## config.mk

```make
export PLATFORM = sky130hd
export DESIGN_NAME = divider
export DESIGN_NICKNAME = d
export VERILOG_FILES = /design/src/rtl/divider_pkg.sv /design/src/rtl/divider.sv
export SDC_FILE = /design/constraint.sdc
export NUM_CORES = 1
export LEC_CHECK = 0
export ABC_AREA = 1
export CAP_MARGIN = 10
export CORE_ASPECT_RATIO = 0.8
export CORE_MARGIN = 4
export CORE_UTILIZATION = 30
export DETAILED_ROUTE_END_ITERATION = 8
export HOLD_SLACK_MARGIN = 0.06
export SETUP_SLACK_MARGIN = 0.05
export SLEW_MARGIN = 10
export SYNTH_ARGS = -nofsm -noshare
export SYNTH_HDL_FRONTEND = slang
export SYNTH_SLANG_ARGS = --single-unit
```

## constraint.sdc

```tcl
create_clock -name clock -period 14.3 [get_ports clock]
set_clock_uncertainty 0.15 [all_clocks]
set_input_delay 2.145 -clock clock [delete_from_list [all_inputs] [get_ports clock]]
set_output_delay 2.145 -clock clock [all_outputs]
set_load 0.05 [all_outputs]
```

## src/rtl/divider_pkg.sv

```systemverilog
// divider_pkg: shared constants for the sequential signed divider.
//   WORD   - datapath width
//   CNT_W  - iteration counter width (counts 0..32)
//   ST_*   - FSM state encodings
package divider_pkg;

  localparam int WORD  = 32;
  localparam int CNT_W = 6;

  localparam logic [1:0] ST_IDLE = 2'd0;
  localparam logic [1:0] ST_CALC = 2'd1;
  localparam logic [1:0] ST_FIX  = 2'd2;
  localparam logic [1:0] ST_DONE = 2'd3;

endpackage

```

## src/rtl/divider.sv

```systemverilog
// divider: sequential signed 32-bit restoring divider for the multicycle
// MIPS datapath. Magnitudes are divided in 32 iterations, then signs are
// applied: quotient truncates toward zero, remainder follows the dividend.
//
// Ports:
//   clock    in   rising-edge clock
//   reset    in   asynchronous, active-high reset
//   DivCtrl  in   start request, honoured only in IDLE
//   A        in   dividend (two's complement)
//   B        in   divisor (two's complement)
//   HI       out  remainder, registered, holds between operations
//   LO       out  quotient, registered, holds between operations
//   DivDone  out  one-cycle completion pulse
//   Div0     out  one-cycle divide-by-zero pulse (no operation started)
module divider
  import divider_pkg::*;
(
  input  logic            clock,
  input  logic            reset,
  input  logic            DivCtrl,
  input  logic [WORD-1:0] A,
  input  logic [WORD-1:0] B,
  output logic [WORD-1:0] HI,
  output logic [WORD-1:0] LO,
  output logic            DivDone,
  output logic            Div0
);

  logic [1:0]       state;
  logic [CNT_W-1:0] cnt;
  logic [WORD-1:0]  rem;
  logic [WORD-1:0]  quo;
  logic [WORD-1:0]  b_mag;
  logic             sign_q;
  logic             sign_r;

  // Operand magnitudes at the start edge. As unsigned 32-bit values,
  // |0x80000000| = 0x80000000 is exact.
  logic [WORD-1:0]  a_abs;
  logic [WORD-1:0]  b_abs;

  // One restoring step: shift {rem, quo} left, trial-subtract the divisor.
  logic [WORD-1:0]  rem_sh;
  logic [WORD-1:0]  quo_sh;
  logic [WORD:0]    trial;

  // NOTE: every always_comb output gets an unconditional assignment, so no
  // path leaves a value unassigned and no latch can be inferred.
  always_comb begin
    a_abs  = A[WORD-1] ? -A : A;
    b_abs  = B[WORD-1] ? -B : B;
    rem_sh = {rem[WORD-2:0], quo[WORD-1]};
    quo_sh = {quo[WORD-2:0], 1'b0};
    trial  = {1'b0, rem_sh} - {1'b0, b_mag};
  end

  // NOTE: sequential state uses non-blocking assignments so every register
  // samples pre-edge values regardless of statement order.
  always_ff @(posedge clock or posedge reset) begin
    if (reset) begin
      state   <= ST_IDLE;
      cnt     <= '0;
      rem     <= '0;
      quo     <= '0;
      b_mag   <= '0;
      sign_q  <= 1'b0;
      sign_r  <= 1'b0;
      HI      <= '0;
      LO      <= '0;
      DivDone <= 1'b0;
      Div0    <= 1'b0;
    end else begin
      // Both flags are single-cycle pulses unless re-raised below.
      DivDone <= 1'b0;
      Div0    <= 1'b0;

      case (state)
        ST_IDLE: begin
          if (DivCtrl) begin
            if (B == '0) begin
              Div0 <= 1'b1;
            end else begin
              quo    <= a_abs;
              b_mag  <= b_abs;
              rem    <= '0;
              cnt    <= '0;
              sign_q <= A[WORD-1] ^ B[WORD-1];
              sign_r <= A[WORD-1];
              state  <= ST_CALC;
            end
          end
        end

        ST_CALC: begin
          // trial[WORD] is the borrow: clear means the trial remainder >= 0.
          if (!trial[WORD]) begin
            rem <= trial[WORD-1:0];
            quo <= {quo_sh[WORD-1:1], 1'b1};
          end else begin
            rem <= rem_sh;
            quo <= quo_sh;
          end
          cnt <= cnt + CNT_W'(1);
          if (cnt == CNT_W'(WORD - 1)) begin
            state <= ST_FIX;
          end
        end

        ST_FIX: begin
          LO      <= sign_q ? -quo : quo;
          HI      <= sign_r ? -rem : rem;
          DivDone <= 1'b1;
          state   <= ST_DONE;
        end

        ST_DONE: begin
          state <= ST_IDLE;
        end

        default: begin
          state <= ST_IDLE;
        end
      endcase
    end
  end

endmodule
```

==> summary.md, run 1 <==
| Metric | Value |
|---|---|
| Filler instances | 4760 |
| Die X | between 200 and 250 µm |
| Final setup TNS | 0 ns |
| Mapped Cells | 2110 |
| Fin. max-slew vios | 0 |
| Starting Density | 0.3071 |
| Synth area leaders | dfrtp_1 (32%), nand2_1 (20%), nand3_1 (8.6%) |
| Clk slew on worst S/H paths | around 0.06 ns |
| Total Power | ~4 mW |
| Post-synth design cell area | about 13000 µm² |
| CP Class | in2reg |
| Initial antenna violation count | 1 |
| NumNets Final | between 2000 and 2500 |
| # hold bufs at CTS | 0 |
| Die height | just under 200 µm |
| Req. time, crit path | between 10 and 15 ns |
| Worst-margin pin slew | 0.9799 ns |
| Area share of the largest cell type after synthesis | 0.3217 |
| Ys flop type | dfrtp_1 |
| CORE AREA | between 40000 and 50000 µm² |
| EDFF count, synth | 0 |
| H-tree depth | 4 |
| Hold crit path type | reg2reg |
| Fmax | 0.1912 GHz |
| Post-DP HPWL | between 30000 and 40000 µm |
| Status | finished, final reports clean |
| Fin crit share | 0.3658 |
| Layout cells sized above 1 | 0.02842 |
| Critical Path End Type | flip-flop |
| Syn Nets | about 2200 |
| Synth Warn # | 0 |
| Vias in the first global route | approximately 13000 |
| Total routed wirelength | 46070 µm |
| Rows | just under 70 |
| Critical Path AT | between 5 and 6 ns |
| Static leakage | about 8 nW |
| Peak VDD IR | 0.1190 mV |
| Port Buffers | 132 |
| Element type at the critical path start | primary input |
| Max_slew headroom | 0.3460 |
| Setup Fix Bufs, Post-CTS | 0 |
| CTS Buffer Depth | 2 |
| DR pass1 iterations | 6 |
| Worst skew pair latency | 0.45 ns |
| Post-synth cell types | 41 |
| Register area share after synthesis | 0.3217 |
| Total CTS buffers | 17 |
| Remaining DRCs | 0 |
| First-pass GRT wire length | 72070 µm |
| Clk sink count | around 170 |
| CP max FO | 28 |
| Total of cells resized after clock tree synthesis | 0 |
| Antenna Nets Post-Route | 0 |
| Synth-to-Final Area Change | 18.28% |
| Pwr/cell area | 253.2 nW/µm² |
| Mapped Avg Cell Area | roughly 6.3 µm² |
| Multi-input gate area | 7607 µm² |
| Final setup fails | 0 |
| Yosys top cell by area | dfrtp_1 |
| Pin count of the biggest net entering global routing | 80 |
| Post-synth top cells | nand2_1 (729), inv_1 (300), nand3_1 (230) |
| Max_cap viols | 0 |
| RSZ-0062 raised after global routing | no |
| Top Ports | approximately 130 |
| Final Hold Fails | 0 |
| Vias after detailed routing | approximately 14000 |
| Tot GR Track Use | 0.1897 |
| Vias/cell | roughly 5 |
| Routed length per instance | between 15 and 20 µm |
| Most frequent cell after synthesis | nand2_1 |
| Minimum clock period | 5.231 ns |
| Worst hold slack | approximately 0.33 ns |
| FF+latch count, synth | 172 |
| Asr flop ratio synth | 1.000 |
| Gpl congestion | about 0.93 |
| Initial DRC count | around 1400 |
| Post-layout util | 0.3633 |
| Global route overflow | 0 |
| CTS root buffer | clkbuf_16 |
| Die ar. | just under 50000 µm² |
| CTS tree | built |
| Seq. cell area | between 4000 and 5000 µm² |
-- worst max-delay path: stages --
cell,delay [ns]
clkdlybuf4s50_1,1.10
inv_2,0.28
nand3_1,0.17
nor2_1,0.05
nand2_1,0.11
o21ai_4,0.11
nor2_2,0.76
nand2_1,0.40
o211ai_1,0.29
-- layout by cell type, fill, tap and decap left out, types with 3 or more instances in the layout --
cell type,netlist,layout
inv_1,300,299
o21ai_0,77,77
bufinv_16,0,4
nand4_1,35,35
xnor2_1,19,19
o211ai_1,18,18
clkbuf_16,0,17
clkinv_2,0,3
nor2_2,2,4
nand2_1,729,729
clkdlybuf4s50_1,0,132
nor3_1,19,19
dfrtp_1,172,172
nor2_1,201,199
clkbuf_8,0,3
o21ai_1,35,35
ha_1,42,41
nand3_1,230,230
o31ai_1,7,7
inv_2,5,5
xor2_1,68,68
nand3b_1,10,10
nand2_4,3,3
a31oi_1,18,18
buf_4,5,7
a21oi_1,33,33
-- logic make-up (layout without fill, tap and decap cells) --
| family | after synthesis | after routing | synth area share |
|---|---|---|---|
| simple gates | 1243 | 1243 | 0.3875 |
| buf+inv | 370 | 477 | 0.1108 |
| compound gates | 195 | 195 | 0.08220 |
| flops | 172 | 172 | 0.3217 |
| xor+xnor | 87 | 87 | 0.05695 |
| fa+ha+maj | 43 | 43 | 0.04077 |
| other cells | 0 | 1 | 0 |
-- layer usage --
| layer | track usage | wire [µm] | vias to the layer above |
|---|---|---|---|
| met3 | 0.04502 | 4119 | 25 |
| met5 | 0 | 0 | - |
| met4 | 0.03442 | 438 | 0 |
| li1 | - | - | 6862 |
| met2 | 0.2576 | 18050 | 461 |
| met1 | 0.3024 | 23470 | 6356 |
-- power by group --
group / switching [mW] / total [mW] / internal, mW
Clock: 0.201 / 0.506 / 0.305
Sequential: 0.242 / 0.936 / 0.694
Combinational: 1.76 / 2.56 / 0.800
Total: 2.21 / 4.01 / 1.80
-- layout make-up --
type	count	area share
clock buffer	20	0.02949
multi-input combinational	1568	0.4807
antenna	1	0.0001581
tap	595	0.04704
sequential	172	0.2720
timing repair buffer	139	0.08681
inverter	308	0.07345
clock inverter	10	0.01036
-- final timing paths --
kind	to	cells after the start	slack (ns)	from
max	quo[8]$_DFFE_PP0P_	9	9.07	B[31]
min	HI[22]$_DFFE_PP0P_	2	0.33	HI[22]$_DFFE_PP0P_
max reg2reg	rem[30]$_DFFE_PP0P_	11	10.84	rem[29]$_DFFE_PP0P_
min reg2reg	HI[22]$_DFFE_PP0P_	2	0.33	HI[22]$_DFFE_PP0P_
max in group asynchronous	b_mag[16]$_DFFE_PP0P_	3	10.80	reset
min in group asynchronous	LO[7]$_DFFE_PP0P_	2	1.93	reset
-- registers in the layout, summed over array words and instances (netlist names) --
name,count
HI,32
LO,32
b_mag,32
quo,32
rem,32
cnt,6
state,2
Div0,1
DivDone,1
sign_q,1
sign_r,1
-- stage by stage --
step | setup slack [ns] | cells | area, µm²
3_5_place_dp | 8.719 | 2782 | 15190
4_1_cts | 9.195 | 2812 | 15820
6_report | 9.069 | 2813 | 15830
5_1_grt | 8.759 | 2812 | 15820
3_3_place_gp | 8.802 | 2782 | 15190
2_1_floorplan | 7.345 | 2110 | 13380
Note: power is estimated with default switching activity, not from simulation.
==> inputs of run 2 (changes only) <==
- clock period: 14.3 -> 4.65 ns (I/O delays scaled with it)
==> run 2 against run 1 <==
Global-route usage is 0.40 points lower. Sequential share of layout area hardly changed. Die area unchanged. Combinational power rose to 3.1 times the previous value. Cell count is 0.25% higher. Sequential power grew to 3.0 times the previous value. Largest power group unchanged.
==> summary.md, run 2 (synthesized netlist as in run 1, its figures left out) <==
| Metric | Value |
|---|---|
| Status | finished, final reports clean |
| Port Buffers | 132 (unchanged) |
| Rows | 68 (unchanged) |
| Vias after detailed routing | 13690 (-0.073%) |
| Synth-to-Final Area Change | 18.46% |
| H-tree depth | 4 (unchanged) |
| Vias/cell | 4.856 (-0.32%) |
| Routed length per instance | 16.00 µm (-2.3%) |
| Layout cells sized above 1 | 0.03146 (+0.003044) |
| Hold Path Origin | b_mag[26]$_DFFE_PP0P_ |
| R2R cell count | 11 (unchanged) |
| CTS Buffer Depth | 2 (unchanged) |
| CTS tree | built |
| First-pass GRT wire length | 71480 µm (-0.82%) |
| Commonest non-fill, non-tap cell in the layout | nand2_1 |
| CORE AREA | 43560 µm² (unchanged) |
| Initial DRC count | 1317 (-5.9%) |
| Clk sink count | 172 (unchanged) |
| Top Ports | 133 (unchanged) |
| Starting Density | 0.3071 (unchanged) |
| Reg2reg start | rem[26]$_DFFE_PP0P_ |
| Die ar. | 48060 µm² (unchanged) |
| Max_cap viols | 0 (unchanged) |
| Most frequent cells in the layout | nand2_1 (729), inv_1 (299), nand3_1 (230) |
| Hold Path End | b_mag[26]$_DFFE_PP0P_ |
| Fmax | about 0.29 GHz |
| Global route overflow | 0 (unchanged) |
| CP max FO | 33 (+18%) |
| Total CTS buffers | 17 (unchanged) |
| # hold bufs at CTS | 0 (unchanged) |
| Max_slew headroom | 0.4881 (+0.1421) |
| Tot GR Track Use | 0.1857 (-0.004023) |
| Critical Path End Type | flip-flop |
| Static leakage | 8.041 nW (about the same) |
| Worst R2R Setup Slack | 1.26 ns (-9.58 ns) |
| Fin crit share | 0.7296 |
| Element type at the critical path start | flip-flop |
| RSZ-0062 raised after global routing | no |
| Fin. max-slew vios | 0 (unchanged) |
| Pin count of the biggest net entering global routing | 121 (+51%) |
| Hold crit path type | reg2reg |
| Die X | 244.1 µm (unchanged) |
| Clk slew on worst S/H paths | 0.07 ns (about the same) |
| CP Class | reg2reg |
| Gpl congestion | 0.9256 (-0.45%) |
| Worst hold slack | 0.3311 ns (+0.002988 ns) |
| Critical Path AT | 3.58 ns (-1.86 ns) |
| Final Hold Fails | 0 (unchanged) |
| Remaining DRCs | 0 (unchanged) |
| Total Power | 12.19 mW (+200%) |
| Total of cells resized after clock tree synthesis | 0 (unchanged) |
| Final setup TNS | 0 ns (unchanged) |
| Initial antenna violation count | 0 (-1) |
| Minimum clock period | 3.393 ns |
| RR Endpoint | rem[29]$_DFFE_PP0P_ |
| Total routed wirelength | 45120 µm (-2.1%) |
| Filler instances | 4713 (-0.99%) |
| Ant diodes | 0 (-1) |
| Final setup fails | 0 (unchanged) |
| Setup Fix Bufs, Post-CTS | 0 (unchanged) |
| DR pass1 iterations | 5 (-1) |
| Die height | 196.9 µm (unchanged) |
| Worst skew pair latency | 0.45 ns (about the same) |
| Pwr/cell area | 768.9 nW/µm² (+200%) |
| Post-DP HPWL | 36360 µm (-1.9%) |
| NumNets Final | 2322 (+0.26%) |
| Worst-margin pin slew | 0.7679 ns (-0.2120 ns) |
| Vias in the first global route | 12820 (+1.8%) |
| Req. time, crit path | 4.84 ns (-9.66 ns) |
| Hold depth | 2 (unchanged) |
| CTS root buffer | clkbuf_16 |
| Peak VDD IR | 0.3777 mV (+220%) |
| Antenna Nets Post-Route | 0 (unchanged) |
[run 2: changes by cell type in the layout (fill, tap and decap cells not counted), sizes merged]
cell | before | now
buf | 7 | 13
clkinvlp | 1 | 4
bufinv | 4 | 1
diode | 1 | 0
clkbuf | 20 | 17
inv | 306 | 311
[run 2: worst max-delay path, cell delays in order, from the launching register on]
cell	delay, ns
dfrtp_1	0.54
ha_1	0.44
a21oi_1	0.31
nand2_1	0.13
nand2_1	0.07
nand2_1	0.10
a21oi_4	0.61
nand2_4	0.41
nand2_2	0.29
nand2_1	0.08
nand2_1	0.07
nand2_1	0.05
[run 2: through the flow]
stage | cell area, µm² | instances | setup slack, ns | util
after floorplan | 13380 | 2110 | 1.606 | -
after global placement | 15240 | 2788 | 1.069 | 0.3500
after detailed placement | 15240 | 2788 | 0.9728 | 0.3500
after CTS | 15850 | 2820 | 1.323 | 0.3638
after global routing | 15850 | 2820 | 1.048 | 0.3638
final | 15850 | 2820 | 1.257 | 0.3638
[run 2: where the power goes]
| part | leakage (nW) | internal (mW) | total [mW] | switching [mW] |
|---|---|---|---|---|
| Sequential | 2.18 | 2.13 | 2.82 | 0.691 |
| Clock | 0.285 | 0.767 | 1.45 | 0.686 |
| Combinational | 5.57 | 2.48 | 7.91 | 5.43 |
[run 2: routing by layer]
metal | vias to the layer above | wire (µm) | global-route usage
met1 | 6345 | 23600 | 0.2971
li1 | 6869 | - | -
met3 | 30 | 3522 | 0.04026
met4 | 0 | 447 | 0.03038
met2 | 450 | 17550 | 0.2554
met5 | - | 0 | 0
[run 2: worst max-delay path by stage]
stage	start	endpoint	depth (start not counted)
5_1_grt	rem[0]$_DFFE_PP0P_	rem[19]$_DFFE_PP0P_	14
4_1_cts	rem[0]$_DFFE_PP0P_	rem[19]$_DFFE_PP0P_	14
3_5_place_dp	B[0]	quo[31]$_DFFE_PP0P_	12
2_1_floorplan	reset	Div0$_DFF_PP0_	1
6_report	rem[26]$_DFFE_PP0P_	rem[29]$_DFFE_PP0P_	11
3_3_place_gp	B[0]	quo[31]$_DFFE_PP0P_	12
[run 2: cell type report]
type                    instances  area, µm²  share of cell area
clock buffers                  17      425.4             0.02684
multi-input cells            1568       7605              0.4798
clock inverters                15      178.9             0.01129
flip-flops and latches        172       4304              0.2716
repair buffers                145       1431             0.09031
well taps                     595      744.5             0.04697
inverters                     308       1160             0.07318
==> variant 1, RTL diff (config.mk and constraints of run 2) <==
Put one more register stage on the output `LO`, cleared by the reset. The value now appears one clock later. The other outputs are not delayed to match. Comments in the files are not updated.
--- a/src/rtl/divider.sv
+++ b/src/rtl/divider.sv
@@ -25,6 +25,8 @@
   output logic            DivDone,
   output logic            Div0
 );
+
+  logic [WORD-1:0] LO_s0;
 
   logic [1:0]       state;
   logic [CNT_W-1:0] cnt;
@@ -66,7 +68,7 @@
       sign_q  <= 1'b0;
       sign_r  <= 1'b0;
       HI      <= '0;
-      LO      <= '0;
+      LO_s0   <= '0;
       DivDone <= 1'b0;
       Div0    <= 1'b0;
     end else begin
@@ -107,7 +109,7 @@
         end
 
         ST_FIX: begin
-          LO      <= sign_q ? -quo : quo;
+          LO_s0   <= sign_q ? -quo : quo;
           HI      <= sign_r ? -rem : rem;
           DivDone <= 1'b1;
           state   <= ST_DONE;
@@ -124,4 +126,12 @@
     end
   end
 
+  always_ff @(posedge clock or posedge reset) begin
+    if (reset) begin
+      LO <= '0;
+    end else begin
+      LO <= LO_s0;
+    end
+  end
+
 endmodule
Formal check against the unedited RTL: same outputs for any inputs over 4 cycles, from zero or initial values and one cycle with reset high; that may be too few to reach the edited logic, so the function may still have changed.
==> variant 1 against run 2 <==
  * Sequential cell count up 32
  * Cell area up 6.5%
  * Count of clock-buffer cells in the layout up 19
  * Core utilization up 0.27 points
  * Worst hold slack worse by 0.11 ns
  * Wire length up 3.6%
  * Power up 7.7%
  * Setup slack better by 0.22 ns
  * Critical endpoint is now rem[19]
  * Area after synthesis up 5.4%
  * Highest routed layer unchanged
  * Sequential power up 15%
==> variant 1: results (changes against run 2) <==
Parameter                              Value

Placed design
  DPL Wire Length    37200 um (+2.2%)
  Cell Count Post-Placement    2821 (+1.2%)
  Global placement routability congestion    0.938 (+1.3%)
  Total placed instance area    16000 um^2 (+4.9%)
  Placement Setup Slack    1.17 ns (+0.202 ns)

GRT
  Via count of the first global-routing pass    12700 (-0.76%)
  Overall routing resource usage    18.1% (-0.52 points)
  Largest net degree at the start of global routing    83 (-31%)

Drt
  Final wirelength    46700 um (+3.6%)
  Number of detailed-route iterations in the first pass    6 (+1)
  Detailed router's first-iteration violation count    1090 (-17%)

Yosys
  Flip-flop and latch count after synthesis    204 (+19%)
  Distinct cell type count of the synthesized netlist    43 (+4.9%)
  Post-synth net total    2236 (+0.72%)
  Most frequent cells after synthesis    sky130_fd_sc_hd__nand2_1, sky130_fd_sc_hd__inv_1, sky130_fd_sc_hd__nand3_1
  Sequential cell area fraction in the yosys report    36.2% (+4.0 points)
  Syn Area/Cell    6.64 um^2 (+4.6%)
  Largest cells by area after synthesis    sky130_fd_sc_hd__dfrtp_1, sky130_fd_sc_hd__nand2_1, sky130_fd_sc_hd__nand3_1

Cells and area
  Register share of the cell area    30.2% (+3.1 points)
  Non-Clock Buffer Area Fraction    8.60% (-0.44 points)
  Relative area change from synthesis to final layout    19.7%
  Multi-input combinational gate total    1542 (-1.7%)
  Final clock-cell share    5.28% (+1.5 points)
  Count of placed standard cells in the final layout, fillers left out    2867 (+1.7%)
  Number of ordinary inverters in the final layout    317 (+2.9%)
  Count of plain and timing-repair buffers    146 (+0.69%)
  Multi-input combinational area share    44.3% (-3.7 points)
  Filler Cells Inserted    4980 (+5.7%)

Power
  Switching pwr    6.85 mW (+0.56%)
  Pleak    8.51 nW (+5.9%)
  Proportion of power drawn by combinational gates    59.5% (-5.4 points)
  Worst vdd rail ir drop    292 uV (-23%)

Worst setup path
  CP max-delay cell    sky130_fd_sc_hd__dfrtp_1
  Depth of the most critical reg-to-reg path    15 (+4)
  Worst Path Arrival    3.45 ns (-0.13 ns)
  Largest stage delay on the critical path    0.49 ns (-0.12 ns)
  Last element of the critical path    rem[19]

STA
  Worst-case hold slack    0.225 ns (-0.106 ns)
  Transition time at the pin with the least slew margin    1.11 ns (+0.339 ns)

Floorplan
  Row Count    70 (+2.9%)

Clock tree
  CTS H-tree depth    1 (-3)
  Number of buffers created by CTS    26 (+9)

Worst hold path
  Worst Hold Path EP    LO[2]
  Min-Delay Path Depth    0 (-2)

Run status
  Run status    finished clean
-- variant 1: cell types whose count changed in the layout (fill, tap and decap cells not counted), moves of 7 or more --
cell and change:
sky130_fd_sc_hd__o21ai_1 -24, sky130_fd_sc_hd__o21ai_0 +26, sky130_fd_sc_hd__clkbuf_8 +7, sky130_fd_sc_hd__nand2_1 -29
sky130_fd_sc_hd__inv_1 +10, sky130_fd_sc_hd__clkbuf_16 +10, sky130_fd_sc_hd__nand3_1 +7, sky130_fd_sc_hd__dfrtp_1 +32
sky130_fd_sc_hd__nand4_1 -9
-- variant 1: kinds of logic after synthesis --
family | share of synthesized area [%]
simple gates | 36.2
flops | 36.2
buf+inv | 10.8
compound gates | 7.77
fa+ha+maj | 3.87
xor+xnor | 5.15
-- variant 1: layer usage --
layer	wire length [um]	GRT usage (%)	up-vias
li1	-	-	6925
met5	0	0	-
met3	3430	3.58	42
met4	636	2.69	0
met1	23500	28.0	6350
met2	19200	26.4	414
==> variant 2, RTL diff (flow settings as in run 2) <==
Made on the original files. Set the package constant `CNT_W` to 7 (it was 6).
--- a/src/rtl/divider_pkg.sv
+++ b/src/rtl/divider_pkg.sv
@@ -5,7 +5,7 @@
 package divider_pkg;
 
   localparam int WORD  = 32;
-  localparam int CNT_W = 6;
+  localparam int CNT_W = 7;
 
   localparam logic [1:0] ST_IDLE = 2'd0;
   localparam logic [1:0] ST_CALC = 2'd1;
Behaviour: no difference found for any inputs over 4 cycles, from zero or initial values and one cycle with reset high; that may be too few to reach the edited logic, so the function may still have changed.
==> variant 2 against run 2 <==
  * Combinational power shrank 10%
  * Setup slack gained 0.31 ns
  * Sequential cell count grew 1
  * Power shrank 7.7%
  * Core utilization shrank 0.54 points
  * Critical path type unchanged
  * Cell area grew 0.35%
  * Wire length shrank 4.9%
  * Synthesized cell count grew 0.28%
  * Highest routed layer unchanged
  * Area after synthesis grew 0.64%
==> variant 2: results (changes against run 2) <==
Parameter                              Value

GRT
  Largest net degree at the start of global routing    174 (+44%)
  Overall routing resource usage    17.8% (-0.79 points)
  Via count of the first global-routing pass    12500 (-2.3%)

Power
  Share of total power in the clock network    12.7% (+0.8 points)
  Worst vdd rail ir drop    359 uV (-4.9%)
  Pleak    8.08 nW (+0.47%)
  Net switching fraction of the power    54.5% (-1.4 points)
  Proportion of power drawn by combinational gates    63.1% (-1.8 points)

Cells and area
  Fin nets    2325 (+0.13%)
  Filler Cells Inserted    4831 (+2.5%)
  Count of placed standard cells in the final layout, fillers left out    2831 (+0.39%)
  Proportion of layout cells with a drive suffix above 1    3.68% (+0.53 points)

Worst setup path
  Worst reg2reg endpoint    rem[19]
  Critical register-to-register path startpoint    rem[21]
  Flop2flop setup slack    1.57 ns (+0.31 ns)
  Largest stage delay on the critical path    0.52 ns (-0.09 ns)
  CP max-delay cell    sky130_fd_sc_hd__dfrtp_1
  Worst Path Arrival    3.28 ns (-0.30 ns)

Drt
  Detailed-routing wirelength on met1    23000 um (-2.7%)
  Detailed router's first-iteration violation count    1214 (-7.8%)
  Wire length on met2    16500 um (-6.1%)
  Routed wire length on met3    3040 um (-14%)
  Average wire per standard cell    15.2 um (-5.3%)
  Vias per cell    4.78 (-1.5%)

Placed design
  Placement Setup Slack    1.26 ns (+0.288 ns)
  Global placement routability congestion    0.919 (-0.73%)
  DPL Wire Length    34500 um (-5.1%)
  Total placed instance area    15300 um^2 (+0.52%)

Yosys
  Fraction of the mapped netlist area in compound gates    8.60% (+0.38 points)
  Synthesized-area fraction occupied by adder cells    4.05% (-0.026 points)
  Gate Count Post-Synth    2116 (+0.28%)
  Most frequent cells after synthesis    sky130_fd_sc_hd__nand2_1, sky130_fd_sc_hd__inv_1, sky130_fd_sc_hd__nand3_1
  Largest cells by area after synthesis    sky130_fd_sc_hd__dfrtp_1, sky130_fd_sc_hd__nand2_1, sky130_fd_sc_hd__nand3_1
  XOR/XNOR share of the synthesized area    5.33% (-0.36 points)
  Sequential cell area fraction in the yosys report    32.2% (about the same)
  Post-synth net total    2226 (+0.27%)

Worst hold path
  Worst Hold Path EP    LO[14]
  Start point of the worst hold path    LO[14]

STA
  Max-slew headroom at the worst pin    31.9% (-17 points)
  Worst-case hold slack    0.332 ns (+0.00138 ns)

Clock tree
  Master cell of the clock root buffer    sky130_fd_sc_hd__clkbuf_16

Run status
  Run status    finished clean
variant 2: how the worst max path moves through the flow:
stage	startpoint	to	slack, ns	cells after the start
2_1_floorplan	reset	Div0	1.59	1
3_3_place_gp	B[0]	quo[10]	1.31	11
3_5_place_dp	B[0]	quo[8]	1.26	12
4_1_cts	quo[31]	rem[19]	1.58	15
5_1_grt	rem[0]	rem[19]	1.41	14
6_report	rem[21]	rem[19]	1.57	11
variant 2: routing by layer:
layer / track usage (%) / vias to the layer above
met5: 0 / -
met4: 3.19 / 0
met3: 2.93 / 26
met2: 24.2 / 433
met1: 29.1 / 6192
li1: - / 6888
variant 2: area by class of cell:
cell class              count  area [um^2]  share of cell area (%)
clock buffers              17          425                    2.67
clock inverters            15          155                   0.976
inverters                 320         1200                    7.58
multi-input cells        1559         7610                    47.9
flip-flops and latches    173         4330                    27.2
well taps                 603          754                    4.74
repair buffers            144         1420                    8.95
